[config.mk]
export PLATFORM = sky130hd
export DESIGN_NAME = rr_encoder8
export DESIGN_NICKNAME = d
export VERILOG_FILES = /design/src/rtl/rr_encoder8_pkg.sv /design/src/rtl/rr_encoder8_pri_enc8.sv /design/src/rtl/rr_encoder8.sv
export SDC_FILE = /design/constraint.sdc
export NUM_CORES = 1
export LEC_CHECK = 0
export ABC_AREA = 1
export BUFFER_PORTS_ARGS = -buffer_cell sky130_fd_sc_hd__buf_2
export CORE_MARGIN = 5
export CORE_UTILIZATION = 49
export DETAILED_ROUTE_END_ITERATION = 6
export PLACE_DENSITY_LB_ADDON = 0.12
export SETUP_SLACK_MARGIN = 0.02
export SKIP_LAST_GASP = 1
export SLEW_MARGIN = 40
export SYNTH_ARGS = -nofsm -noshare
export SYNTH_HDL_FRONTEND = slang
export SYNTH_SLANG_ARGS = --single-unit
export TNS_END_PERCENT = 10
[constraint.sdc]
create_clock -name clk -period 3 [get_ports clk]
set_clock_uncertainty 0.1 [all_clocks]
set_input_delay 0.15 -clock clk [delete_from_list [all_inputs] [get_ports clk]]
set_output_delay 0.15 -clock clk [all_outputs]
set_load 0.005 [all_outputs]
[src/rtl/rr_encoder8_pkg.sv]
// Shared sizing constants for the write-port encoder/decoder pair.
package rr_encoder8_pkg;

    localparam int N_SRC = 8;
    localparam int IDX_W = 3;

    typedef logic [IDX_W-1:0] idx_t;
    typedef logic [N_SRC-1:0] vec_t;

    function automatic vec_t onehot(input idx_t idx);
        return vec_t'(1) << idx;
    endfunction

endpackage

[src/rtl/rr_encoder8_pri_enc8.sv]
// Combinational 8-to-3 fixed-priority encoder; the lowest set bit wins.
module pri_enc8
    import rr_encoder8_pkg::*;
(
    input  logic [N_SRC-1:0] In,
    output logic [IDX_W-1:0] Out,
    output logic             V
);

    always_comb begin
        Out = '0;
        V   = |In;
        // Scan downwards so the lowest set bit is the last one written.
        for (int i = N_SRC - 1; i >= 0; i--) begin
            if (In[i]) begin
                Out = IDX_W'(i);
            end
        end
    end

endmodule

[src/rtl/rr_encoder8.sv]
// Registered 8-to-3 round-robin encoder with a valid/ready output register.
module rr_encoder8
    import rr_encoder8_pkg::*;
#(
    parameter bit RR_EN = 1'b1
) (
    input  logic             clk,
    input  logic             rst,
    input  logic [N_SRC-1:0] Req,
    input  logic             Ready,
    output logic             Valid,
    output logic [IDX_W-1:0] Idx,
    output logic [N_SRC-1:0] Grant,
    output logic             Any
);

    logic             valid_q, valid_d;
    idx_t             idx_q, idx_d;
    vec_t             grant_q, grant_d;
    idx_t             ptr_q, ptr_d;

    logic [2*N_SRC-1:0] req_dbl;
    vec_t               req_rot;
    idx_t               enc;
    logic               enc_v;
    idx_t               sel;
    logic               load;

    // Rotating right by the pointer lets a plain priority encoder do the round-robin scan.
    assign req_dbl = {Req, Req};
    assign req_rot = N_SRC'(req_dbl >> ptr_q);

    pri_enc8 u_pri_enc8 (
        .In  (req_rot),
        .Out (enc),
        .V   (enc_v)
    );

    assign sel  = enc + ptr_q;
    assign load = ~valid_q | Ready;
    assign Any  = |Req;

    always_comb begin
        valid_d = valid_q;
        idx_d   = idx_q;
        grant_d = grant_q;
        ptr_d   = ptr_q;
        if (load) begin
            if (enc_v) begin
                valid_d = 1'b1;
                idx_d   = sel;
                grant_d = onehot(sel);
                if (RR_EN) begin
                    ptr_d = sel + idx_t'(1);
                end
            end else begin
                valid_d = 1'b0;
                grant_d = '0;
            end
        end
    end

    always_ff @(posedge clk or posedge rst) begin
        if (rst) begin
            valid_q <= 1'b0;
            idx_q   <= '0;
            grant_q <= '0;
            ptr_q   <= '0;
        end else begin
            valid_q <= valid_d;
            idx_q   <= idx_d;
            grant_q <= grant_d;
            ptr_q   <= ptr_d;
        end
    end

    assign Valid = valid_q;
    assign Idx   = idx_q;
    assign Grant = grant_q;

endmodule
# == Yosys cells after proc, flatten, opt, wreduce, memory -nomap -nowiden ==
# Index checks and enable logic that the tools add are counted.
# totals
ff_bits,15
input_bits,11
wordCells,23
# classes
add_sub_neg,2
n_mux,10
shifts,2
bitwise_logic,2
reduce_logical,3
# op_table
cell,n
2-to-1 mux 3 bit,8
OR reduction 8 bit,2
>> shifter 16 x 3 -> 8 bit,1
2-to-1 mux 8 bit,1
<< shifter 1 x 3 -> 8 bit (first input constant),1
adder 3 x 1 -> 3 bit (second input constant),1
adder 3 bit,1
AND reduction 2 bit,1
2-to-1 mux 1 bit,1
NOT 1 bit,1
OR 1 bit,1

# == Longest topological paths before layout ==
# Gate-level depths: netlist of the first run.
# depth
word_depth,12
mapped_depth,23
mapped_depth_nobuf,22

# == Cells and area by module ==
# A second synthesis of the first run with hierarchy kept.
# hier_totals
hier_cells,175
hier_area_um2,1129.8
# by_module_without_submodules
module,area_each_um2,instances,cells_per_inst
rr_encoder8,1031.0,1,153
pri_enc8,98.8,1,22

# == Least setup slack after synthesis of the first run ==
# Ideal clock, no wire load.
# synth_timing
path_kind,reg-to-reg
from,register ptr_q[0]
to,register ptr_q[2]
t_required_ns,2.777
setup_slack_ns,0.059
path_buffers,1
stages_incl_launch_ff,24
t_arrival_ns,2.718
setup_time_ns,0.123
cell_sequence,dfrtp_1 buf_6 inv_8 nand2_2 nand3_1 nand3_1 nand2_2 inv_1 o21bai_1 nand2_1 nand2_1 nand2_1 a21oi_1 ha_1 inv_1 fa_1 xor2_1 inv_1 nand3_2 nand2_4 inv_2 ha_1 nand2_1 o21ai_1
# synth_between
elab_chain_cells,11
word_cells_on_any_way,13
cone_classes,add/sub: 2; shift: 1; mux: 8; reduce/logical: 2
# synth_lines
element,line,text
"start, declared",rr_encoder8.sv:20,"idx_t ptr_q, ptr_d;"
"start signal, assigned",rr_encoder8.sv:73,ptr_q <= ptr_d;
>> shifter 16 x 3 -> 8 bit,rr_encoder8.sv:31,assign req_rot = N_SRC'(req_dbl >> ptr_q);
2-to-1 mux 3 bit (8 in series),rr_encoder8_pri_enc8.sv:15,if (In[i]) begin
adder 3 bit,rr_encoder8.sv:39,assign sel = enc + ptr_q;
adder 3 x 1 -> 3 bit,rr_encoder8.sv:54,ptr_d = sel + idx_t'(1);
# Several ways; a longest one is shown, not always the timed one.
# A chain may end at the register's enable or synchronous reset.

# == Final worst setup path of the first run ==
# layout_timing
from,register ptr_q[0]
to,register ptr_q[2]
# layout_between
elab_chain_cells,11
word_cells_on_any_way,13
cone_classes,add/sub: 2; shift: 1; mux: 8; reduce/logical: 2
# layout_lines
element,line,text
>> shifter 16 x 3 -> 8 bit,rr_encoder8.sv:31,
2-to-1 mux 3 bit (8 in series),rr_encoder8_pri_enc8.sv:15,
adder 3 bit (*),rr_encoder8.sv:39,
net sel[1],rr_encoder8.sv:26,idx_t sel;
adder 3 x 1 -> 3 bit (*),rr_encoder8.sv:54,
# The timed path passes the listed nets; every way through them passes the cells marked *.

==> flow_metrics.py, run 1 <==
metrics = {
    "power": {
        "power.leakage_nw": 0.852,
        "sw_frac_of_total_pct": 49.8,
        "seq_power_share_pct": 15.8,
        "p_int_mw": 1.10,
        "irDropWorstVdd_mv": 1.02,
        "powerDensity_nw_per_um2": 1360,
        "finalPower_mw": 2.18,
        "pwr-share-comb_pct": 79.1,
        "p_clk_share_pct": 5.1,
        "power.switching_mw": 1.09,
    },
    "route": {
        "remaining_drc_errors": 0,
        "viasPerCell": 5.04,
        "wl_per_cell_um": 12.3,
        "vias": 1200,
        "first_iter_violations": 54,
        "wirelength_um": 2930,
        "ant_nets": 0,
        "drt_pass1_iterations": 4,
    },
    "floorplanning": {
        "die_x_um": 60.4,
        "dieHeight_um": 60.4,
        "start_util_pct": 50.6,
        "num_io_pins": 24,
        "core-area_um2": 2450,
        "num_rows": 18,
        "dieArea_um2": 3640,
    },
    "cts": {
        "cts_buffers": 3,
        "cts_tree": "built",
        "h-tree-depth": 1,
        "clock_latency_ps": 270,
        "clk_pin_slew_ps": 80,
        "clock-root-buffer": "clkbuf_4",
        "cts_buffer_depth": 2,
        "cts.sink_count": 15,
    },
    "critical_path": {
        "crit_top_cell": "nand2_1",
        "start_kind": "flip-flop",
        "slowest_delay_ps": 540,
        "arrival_ps": 3020,
        "cp.depth": 18,
        "worstPathMaxFanout": 4,
        "critical_path_class": "flip-flop to flip-flop",
        "worstPathRequired_ps": 3050,
        "cp_slowest_cell": "fa_2",
        "worst_setup_path_end_kind": "flip-flop",
        "worstPathCellList": "buf_6 -> nand2_1 -> nand3_1 -> nand3_2 -> nand2_2 -> o21bai_1 -> nand2_1 -> nand2_1 -> nand2_1 -> a21oi_2 -> ha_2 -> inv_1 -> fa_2 -> inv_1 -> ha_2 -> ha_1 -> nand2_1 -> o21ai_1",
        "critPathTopFamily": "adder cells",
        "rr_worst_depth": 18,
        "path_buf_inv": 3,
    },
    "finish": {
        "diodes": 0,
        "drive_gt1_share_pct": 46.2,
        "area_growth_pct": 28.8,
        "final_util_pct": 65.2,
        "fin_nets": 227,
        "final_area_um2": 1600,
        "num-fill-cells": 220,
    },
    "timing": {
        "worstMarginPinSlew_ps": 612,
        "finalCritPeriodShare_pct": 99.0,
        "tns_ps": 0,
        "drv_slew": 0,
        "clock.fmax_mhz": 337,
        "setup_slack_ps": 29.7,
        "setup_viol_count_final": 0,
        "slew_headroom_pct": 58.8,
        "finalHoldViolations": 0,
        "min_period_ps": 2970,
        "rsz0062_at_grt": "true",
    },
    "global_routing": {
        "grt_max_degree": 16,
        "grt-ovfl-total": 0,
        "first_global_vias": 1214,
        "grt_pass1_wl_um": 5130,
        "antenna_found_initial": 0,
        "grtUsageTotal_pct": 18.5,
    },
    "synthesis": {
        "avgSynthCellArea_um2": 7.48,
        "syn_inst": 166,
        "yosysWarnings": 0,
        "syn-num-nets": 184,
        "ys_seq_area_share_pct": 30.2,
        "async_flop_share_pct": 100,
        "synth_flop_cell": "dfrtp_1",
        "synthDistinctLibCells": 27,
        "syn_area_um2": 1240,
        "synth_seq_cells": 15,
        "synth_edf_count": 0,
    },
    "min_path": {
        "worstHoldPathType": "primary input to flip-flop",
        "hold-path-cell-count": 3,
    },
    "flow_run": {
        "maxCapViolations": 0,
    },
    "outcome": {
        "status": "finished clean",
    },
    "placement": {
        "port_buffers": 23,
        "globalplace.congestion": 0.809,
        "dpl_cell_area_um2": 1470,
        "dp_hpwl_um": 2230,
        "pre_cts_ws_ps": -172,
    },
}
[kinds of logic after synthesis]
kind of cell / count (synthesis) / synth area share [%]
fa+ha+maj: 7 / 7.65
flops: 15 / 30.2
buf+inv: 20 / 8.46
xor+xnor: 1 / 0.705
simple gates: 109 / 45.4
compound gates: 14 / 7.55
[path summary, 6_finish.rpt]
kind                                 end     start  slack, ps
worst max register to register  ptr_q[2]  ptr_q[0]         30
worst max-delay path            ptr_q[2]  ptr_q[0]         30
worst min-delay path               Valid    Req[5]        100
min in group asynchronous       Grant[3]       rst        340
max in group asynchronous       ptr_q[1]       rst       2070
worst min register to register  Grant[1]  Grant[1]        380
[worst reg2reg max path, cell delays in order, from the launching register on]
cell,delay [ps]
dfrtp_2,470
buf_6,140
nand2_1,80
nand3_1,120
nand3_2,90
nand2_2,70
o21bai_1,130
nand2_1,60
nand2_1,50
nand2_1,50
a21oi_2,120
ha_2,160
inv_1,40
fa_2,540
inv_1,70
ha_2,180
ha_1,260
nand2_1,60
o21ai_1,60
[synth_stat cells, types with 2 or more instances]
cell type  count  area share (%)
nand2_1       53              16
inv_2          2            0.60
inv_1         12             3.6
o21bai_1       2             1.2
nand3_1       21             8.5
buf_6          2             1.8
o21ai_2        4             2.8
o21ai_0        4             1.6
nor2_1         5             1.5
nand2_2       14             7.0
o21ai_1        2            0.81
ha_1           6             6.0
nor2_4         2             1.8
nand2_4        3             2.7
dfrtp_1       15              30
nand3_2        8             6.4
[stage by stage]
step,hold WS (ps),cells
detailed placement,129,229
CTS,69.3,238
finish,101,238
global placement,117,229
floorplan,-48.5,166
global route,117,238
[routing by layer]
metal	up-vias	share of wire [%]	track usage, %	wire length (um)
li1	618	-	-	-
met4	0	2.0	8.54	58
met1	554	42	20.9	1230
met2	22	54	35.0	1580
met3	6	2.2	1.49	64
met5	-	0	0	0
[power groups by stage]
stage	clock (mW)	sequential (mW)	combinational [mW]
2_1_floorplan	0	0.312	1.13
3_3_place_gp	0	0.351	1.54
3_5_place_dp	0	0.353	1.58
4_1_cts	0.115	0.344	1.70
5_1_grt	0.125	0.356	1.93
6_report	0.112	0.345	1.73
[registers in the layout, summed over array words and instances, names as in the netlist]
name   count
Grant      8
Idx        3
Valid      1
ptr_q      3
[layout by cell type, fill, tap and decap left out, drive strengths merged]
cell type and instances:
buf 40, nand3 29, xor2 1, a21oi 1, a22o 1, o21bai 2, nor4 1, dlygate4sd3 2
dfrtp 15, clkbuf 4, ha 6, o21ai 10, nand2 70, nor2 8, fa 1, inv 16
nor3 1
[cell type report]
cell class	count	area [um2]	share of cell area [%]
Clock buffer	4	26.3	1.64
Multi-Input combinational cell	131	818	51.1
Inverter	16	70.1	4.38
Tap cell	30	37.5	2.35
Timing Repair Buffer	42	270	16.9
Sequential cell	15	378	23.6
[what timing repair did]
item | CTS | global route
hold buffers | 2 | 0
hold endpoints to repair | 16 | 0
gates cloned | 0 | 0
buffers inserted | 3 | 0
pin swaps | 5 | 5
resized for setup | 15 | 5
setup endpoints to repair | 10 | 11
Power figures use the tool's default switching activity.
==> run 2: changes to the inputs <==
- CORE_ASPECT_RATIO: unset -> 0.75
- CTS_BUF_LIST: unset -> sky130_fd_sc_hd__clkbuf_8 sky130_fd_sc_hd__clkbuf_16
==> flow_metrics.py, run 2 (synthesis gave the netlist of run 1 again) <==
metrics = {
    "critical_path": {
        "worstPathMaxFanout": 6,
        "crit_top_cell": "nand2_1",
        "r2r_setup_slack_ps": -3,
        "critPathTopFamily": "adder cells",
        "worstPathRequired_ps": 3040,
        "cp_slowest_cell": "fa_2",
        "slowest_delay_ps": 560,
        "start_kind": "flip-flop",
        "critical_path_class": "flip-flop to flip-flop",
        "cp.depth": 20,
        "arrival_ps": 3040,
        "rr_worst_depth": 20,
        "worst_setup_path_end_kind": "flip-flop",
        "path_buf_inv": 5,
        "worstPathCellList": "buf_8 -> clkinv_8 -> nand2_8 -> nand3_4 -> nand3_2 -> nand2_2 -> inv_2 -> o21bai_1 -> nand2_1 -> nand2_1 -> nand2_1 -> a21oi_2 -> ha_2 -> inv_2 -> fa_2 -> inv_1 -> ha_4 -> ha_4 -> nand2_2 -> o21ai_1",
    },
    "global_routing": {
        "grtUsageTotal_pct": 19.7,
        "grt_max_degree": 16,
        "antenna_found_initial": 0,
        "grt-ovfl-total": 0,
        "first_global_vias": 1156,
        "grt_pass1_wl_um": 5350,
    },
    "finish": {
        "final_util_pct": 73.9,
        "diodes": 0,
        "final_common_cell": "nand2_1",
        "instances_no_fill": 246,
        "largest_reg_flops": 8,
        "layout_common_cells": "nand2_1, buf_2, buf_4",
        "fin_nets": 231,
        "area_growth_pct": 40.6,
        "drive_gt1_share_pct": 48.6,
        "final_area_um2": 1750,
    },
    "power": {
        "seq_power_share_pct": 13.5,
        "power.switching_mw": 1.26,
        "irDropWorstVdd_mv": 1.24,
        "p_clk_share_pct": 6.9,
        "powerDensity_nw_per_um2": 1440,
        "power.leakage_nw": 0.898,
        "sw_frac_of_total_pct": 50.0,
        "p_int_mw": 1.26,
        "pwr-share-comb_pct": 79.7,
    },
    "cts": {
        "clock_latency_ps": 250,
        "cts_tree": "built",
        "cts_buffer_depth": 2,
        "cts_buffers": 3,
        "h-tree-depth": 1,
        "cts.sink_count": 15,
        "clock-root-buffer": "clkbuf_8",
        "clk_pin_slew_ps": 70,
    },
    "timing": {
        "worstMarginPinSlew_ps": 625,
        "slew_headroom_pct": 58.2,
        "finalCritPeriodShare_pct": 100,
        "setup_viol_count_final": 1,
        "worst_hold_slack_ps": 134,
        "tns_ps": -3.49,
        "rsz0062_at_grt": "true",
        "clock.fmax_mhz": 333,
        "min_period_ps": 3000,
        "setup_slack_ps": -3.49,
        "finalHoldViolations": 0,
        "drv_slew": 0,
    },
    "route": {
        "remaining_drc_errors": 0,
        "wl_per_cell_um": 13.8,
        "ant_nets": 0,
        "first_iter_violations": 102,
        "viasPerCell": 5.11,
        "vias": 1258,
        "drt_pass1_iterations": 4,
        "wirelength_um": 3390,
    },
    "flow_run": {
        "maxCapViolations": 0,
    },
    "floorplanning": {
        "core-area_um2": 2360,
        "start_util_pct": 52.5,
        "dieHeight_um": 53.6,
        "num_io_pins": 24,
        "dieArea_um2": 3650,
        "die_x_um": 68.1,
        "num_rows": 15,
    },
    "outcome": {
        "status": "finished, violations left",
        "violations": "setup timing",
    },
    "placement": {
        "port_buffers": 23,
        "globalplace.congestion": 0.816,
        "dp_hpwl_um": 2380,
        "dpl.cell_count": 236,
        "dpl_cell_area_um2": 1490,
    },
    "min_path": {
        "worstHoldPathType": "primary input to flip-flop",
        "hold-path-cell-count": 3,
    },
}
[run 2: cell types whose count changed in the layout (fill, tap and decap cells not counted), moves of 3 or more]
cell,delta
buf_4,+4
nand2_2,-5
clkbuf_4,-3
nand3_2,-3
clkbuf_8,+3
nand3_4,+3
[run 2: worst paths after layout]
check / start / endpoint
worst min register to register: Grant[2] / Grant[2]
worst max register to register: ptr_q[0] / ptr_q[2]
min in group asynchronous: rst / Grant[2]
worst max-delay path: ptr_q[0] / ptr_q[2]
max in group asynchronous: rst / ptr_q[1]
worst min-delay path: Req[4] / Valid
[run 2: layer usage]
metal	part of all wire [%]	global-route usage, %	vias up
li1	-	-	626
met4	0.21	1.98	0
met1	46	29.3	590
met5	0	0	-
met2	47	29.6	40
met3	6.6	5.01	2
[run 2: area by class of cell]
| cell class | count | area (um2) |
|---|---|---|
| fill | 186 | 618 |
| timing repair buffer | 45 | 293 |
| sequential | 15 | 378 |
| clock buffer | 3 | 41.3 |
| tap | 34 | 42.5 |
| multi-input combinational | 131 | 903 |
| inverter | 16 | 77.6 |
| clock inverter | 1 | 5.00 |
| timing repair inverter | 1 | 6.26 |
[run 2: stage by stage]
step | power, mW | setup WS (ps)
after floorplan | 1.44 | 58.9
after CTS | 2.18 | 26.6
after global placement | 1.92 | -53.6
after detailed placement | 1.96 | -122
final | 2.51 | -3.49
after global routing | 2.73 | -170
[run 2: timing repair]
item / 4_1_cts / 5_1_grt
endpoints found under the setup margin: 7 / 11
hold endpoints to repair: 16 / 0
gates resized for setup: 4 / 32
cloned: 1 / 0
hold buffers: 2 / 0
pin swaps: 0 / 15
setup buffers: 2 / 1
[run 2: power by group through the flow]
stage / combinational, mW / sequential, mW / clock, mW
after global placement: 1.57 / 0.354 / 0
after CTS: 1.68 / 0.332 / 0.173
after global routing: 2.20 / 0.347 / 0.185
after detailed placement: 1.60 / 0.356 / 0
after floorplan: 1.13 / 0.312 / 0
final: 2.00 / 0.339 / 0.172
[run 2: tightest hold or removal path, delay by kind of cell]
family | cells | cell delay, ps
buffers and inverters | 1 | 130
and+or+nand+nor | 1 | 100
AOI/OAI and AO/OA | 1 | 70
==> run 3: changes to the inputs <==
- MAX_ROUTING_LAYER: unset -> met4
==> flow_metrics.py, run 3 (synthesis gave the netlist of run 1 again) <==
metrics = {
    "cts": {
        "cts.sink_count": 15,
        "cts_buffer_depth": 2,
        "h-tree-depth": 1,
        "clock_latency_ps": 250,
        "clk_pin_slew_ps": 70,
        "clock-root-buffer": "clkbuf_8",
        "cts_tree": "built",
        "cts_buffers": 3,
    },
    "route": {
        "first_iter_violations": 119,
        "vias": 1264,
        "ant_nets": 0,
        "wl_per_cell_um": 15.1,
        "remaining_drc_errors": 0,
        "wirelength_um": 3750,
        "viasPerCell": 5.08,
        "drt_pass1_iterations": 4,
    },
    "floorplanning": {
        "dieArea_um2": 3650,
        "die_x_um": 68.1,
        "num_io_pins": 24,
        "start_util_pct": 52.5,
        "num_rows": 15,
        "core-area_um2": 2360,
        "dieHeight_um": 53.6,
    },
    "power": {
        "irDropWorstVdd_mv": 0.875,
        "p_clk_share_pct": 6.5,
        "finalPower_mw": 2.62,
        "powerDensity_nw_per_um2": 1460,
        "seq_power_share_pct": 13.8,
        "power.leakage_nw": 0.936,
        "sw_frac_of_total_pct": 50.4,
        "pwr-share-comb_pct": 79.6,
        "power.switching_mw": 1.32,
        "p_int_mw": 1.30,
    },
    "timing": {
        "setup_viol_count_final": 6,
        "min_period_ps": 3110,
        "setup_slack_ps": -114,
        "finalCritPeriodShare_pct": 104,
        "worstMarginPinSlew_ps": 617,
        "finalHoldViolations": 0,
        "clock.fmax_mhz": 321,
        "drv_slew": 0,
        "rsz0062_at_grt": "true",
        "slew_headroom_pct": 58.8,
    },
    "outcome": {
        "status": "finished, violations left",
        "violations": "setup timing",
    },
    "placement": {
        "globalplace.congestion": 0.844,
        "port_buffers": 23,
        "dp_hpwl_um": 2360,
        "dpl.cell_count": 236,
    },
    "critical_path": {
        "start_kind": "flip-flop",
        "r2r_start": "ptr_q[0]",
        "worstPathRequired_ps": 3080,
        "worst_setup_path_end_kind": "flip-flop",
        "critPathLaunch": "ptr_q[0]",
        "critical_path_class": "flip-flop to flip-flop",
        "worstPathMaxFanout": 5,
        "arrival_ps": 3190,
    },
    "min_path": {
        "worstHoldPathType": "primary input to flip-flop",
        "hold_start": "Req[5]",
    },
    "global_routing": {
        "grt_pass1_wl_um": 5470,
        "first_global_vias": 1150,
        "grtUsageTotal_pct": 21.3,
        "antenna_found_initial": 0,
        "grt-ovfl-total": 0,
        "grt_max_degree": 16,
    },
    "finish": {
        "layout_common_cells": "nand2_1, buf_2, nand2_2, nand3_2, buf_4",
        "diodes": 0,
        "num-fill-cells": 165,
        "seq_area_um2": 378,
        "drive_gt1_share_pct": 56.7,
        "multiInputGateArea_um2": 933,
        "final_common_cell": "nand2_1",
        "area_growth_pct": 44.7,
        "fin_nets": 234,
        "instances_no_fill": 249,
        "largest_reg_flops": 8,
    },
    "flow_run": {
        "maxCapViolations": 0,
    },
}
==> run 3: changes by cell type in the layout (fill, tap and decap cells not counted), sizes merged <==
| cell | before | now |
|---|---|---|
| buf | 43 | 46 |
| clkinv | 2 | 1 |
| inv | 16 | 17 |
==> run 3: final timing paths <==
check,slack (ps),depth (start not counted),end
worst min register to register,370,2,Grant[3]
worst min-delay path,120,3,Valid
max in group asynchronous,1960,3,ptr_q[1]
worst max-delay path,-110,21,ptr_q[2]
min in group asynchronous,410,3,Grant[6]
worst max register to register,-110,21,ptr_q[2]
==> run 3: final cells by class <==
class / count / area share [%]
tap: 34 / 2.37
clock inverter: 1 / 0.278
clock buffer: 3 / 2.30
timing repair buffer: 48 / 17.7
timing repair inverter: 1 / 0.348
sequential: 15 / 21.0
multi-input combinational: 131 / 51.9
inverter: 16 / 4.04
==> run 3: critical path, cell delays in order (launching register included) <==
cell	delay, ps
dfrtp_2	480
buf_6	190
nand2_4	70
nand3_2	90
nand3_1	90
nand2_1	110
o21bai_1	130
nand2_1	70
nand2_1	80
nand2_2	60
a21oi_2	140
ha_2	180
inv_2	40
fa_2	390
xor2_2	160
inv_1	80
nand3_2	80
nand2_4	80
inv_4	30
ha_4	250
nand2_2	50
o21ai_1	90
==> run 3: through the flow <==
step / cell area [um2] / setup TNS (ps) / worst slack, ps / util (%) / hold slack, ps
after global placement: 1490 / -88.0 / -60.6 / 63.1 / 122
after floorplan: 1240 / 0 / 58.9 / - / -48.5
after detailed placement: 1490 / -214 / -121 / 63.1 / 132
final: 1800 / -362 / -114 / 76.0 / 115
after global routing: 1800 / -2310 / -296 / 76.0 / 145
after CTS: 1630 / -8.29 / -8.29 / 68.8 / 113
==> run 3: what timing repair did <==
action                                 CTS  global route
gates cloned                             1             0
endpoints found under the hold margin   16             0
pin swaps                                6            17
setup buffers                            3             4
resized for setup                       13            35
hold buffers                             2             0
setup endpoints to repair                7            11
==> run 3: per-layer routing <==
metal	vias to the layer above	part of all wire [%]	global-route usage, %
li1	628	-	-
met5	-	0	-
met2	44	48	30.7
met3	4	6.7	5.01
met1	588	45	29.8
met4	0	0.67	5.61
==> run 3: power by group through the flow <==
stage	logic (mW)	clock network [mW]	registers, mW
3_5_place_dp	1.60	0	0.359
6_report	2.08	0.171	0.362
2_1_floorplan	1.13	0	0.312
4_1_cts	1.71	0.172	0.354
3_3_place_gp	1.56	0	0.356
5_1_grt	2.27	0.182	0.372
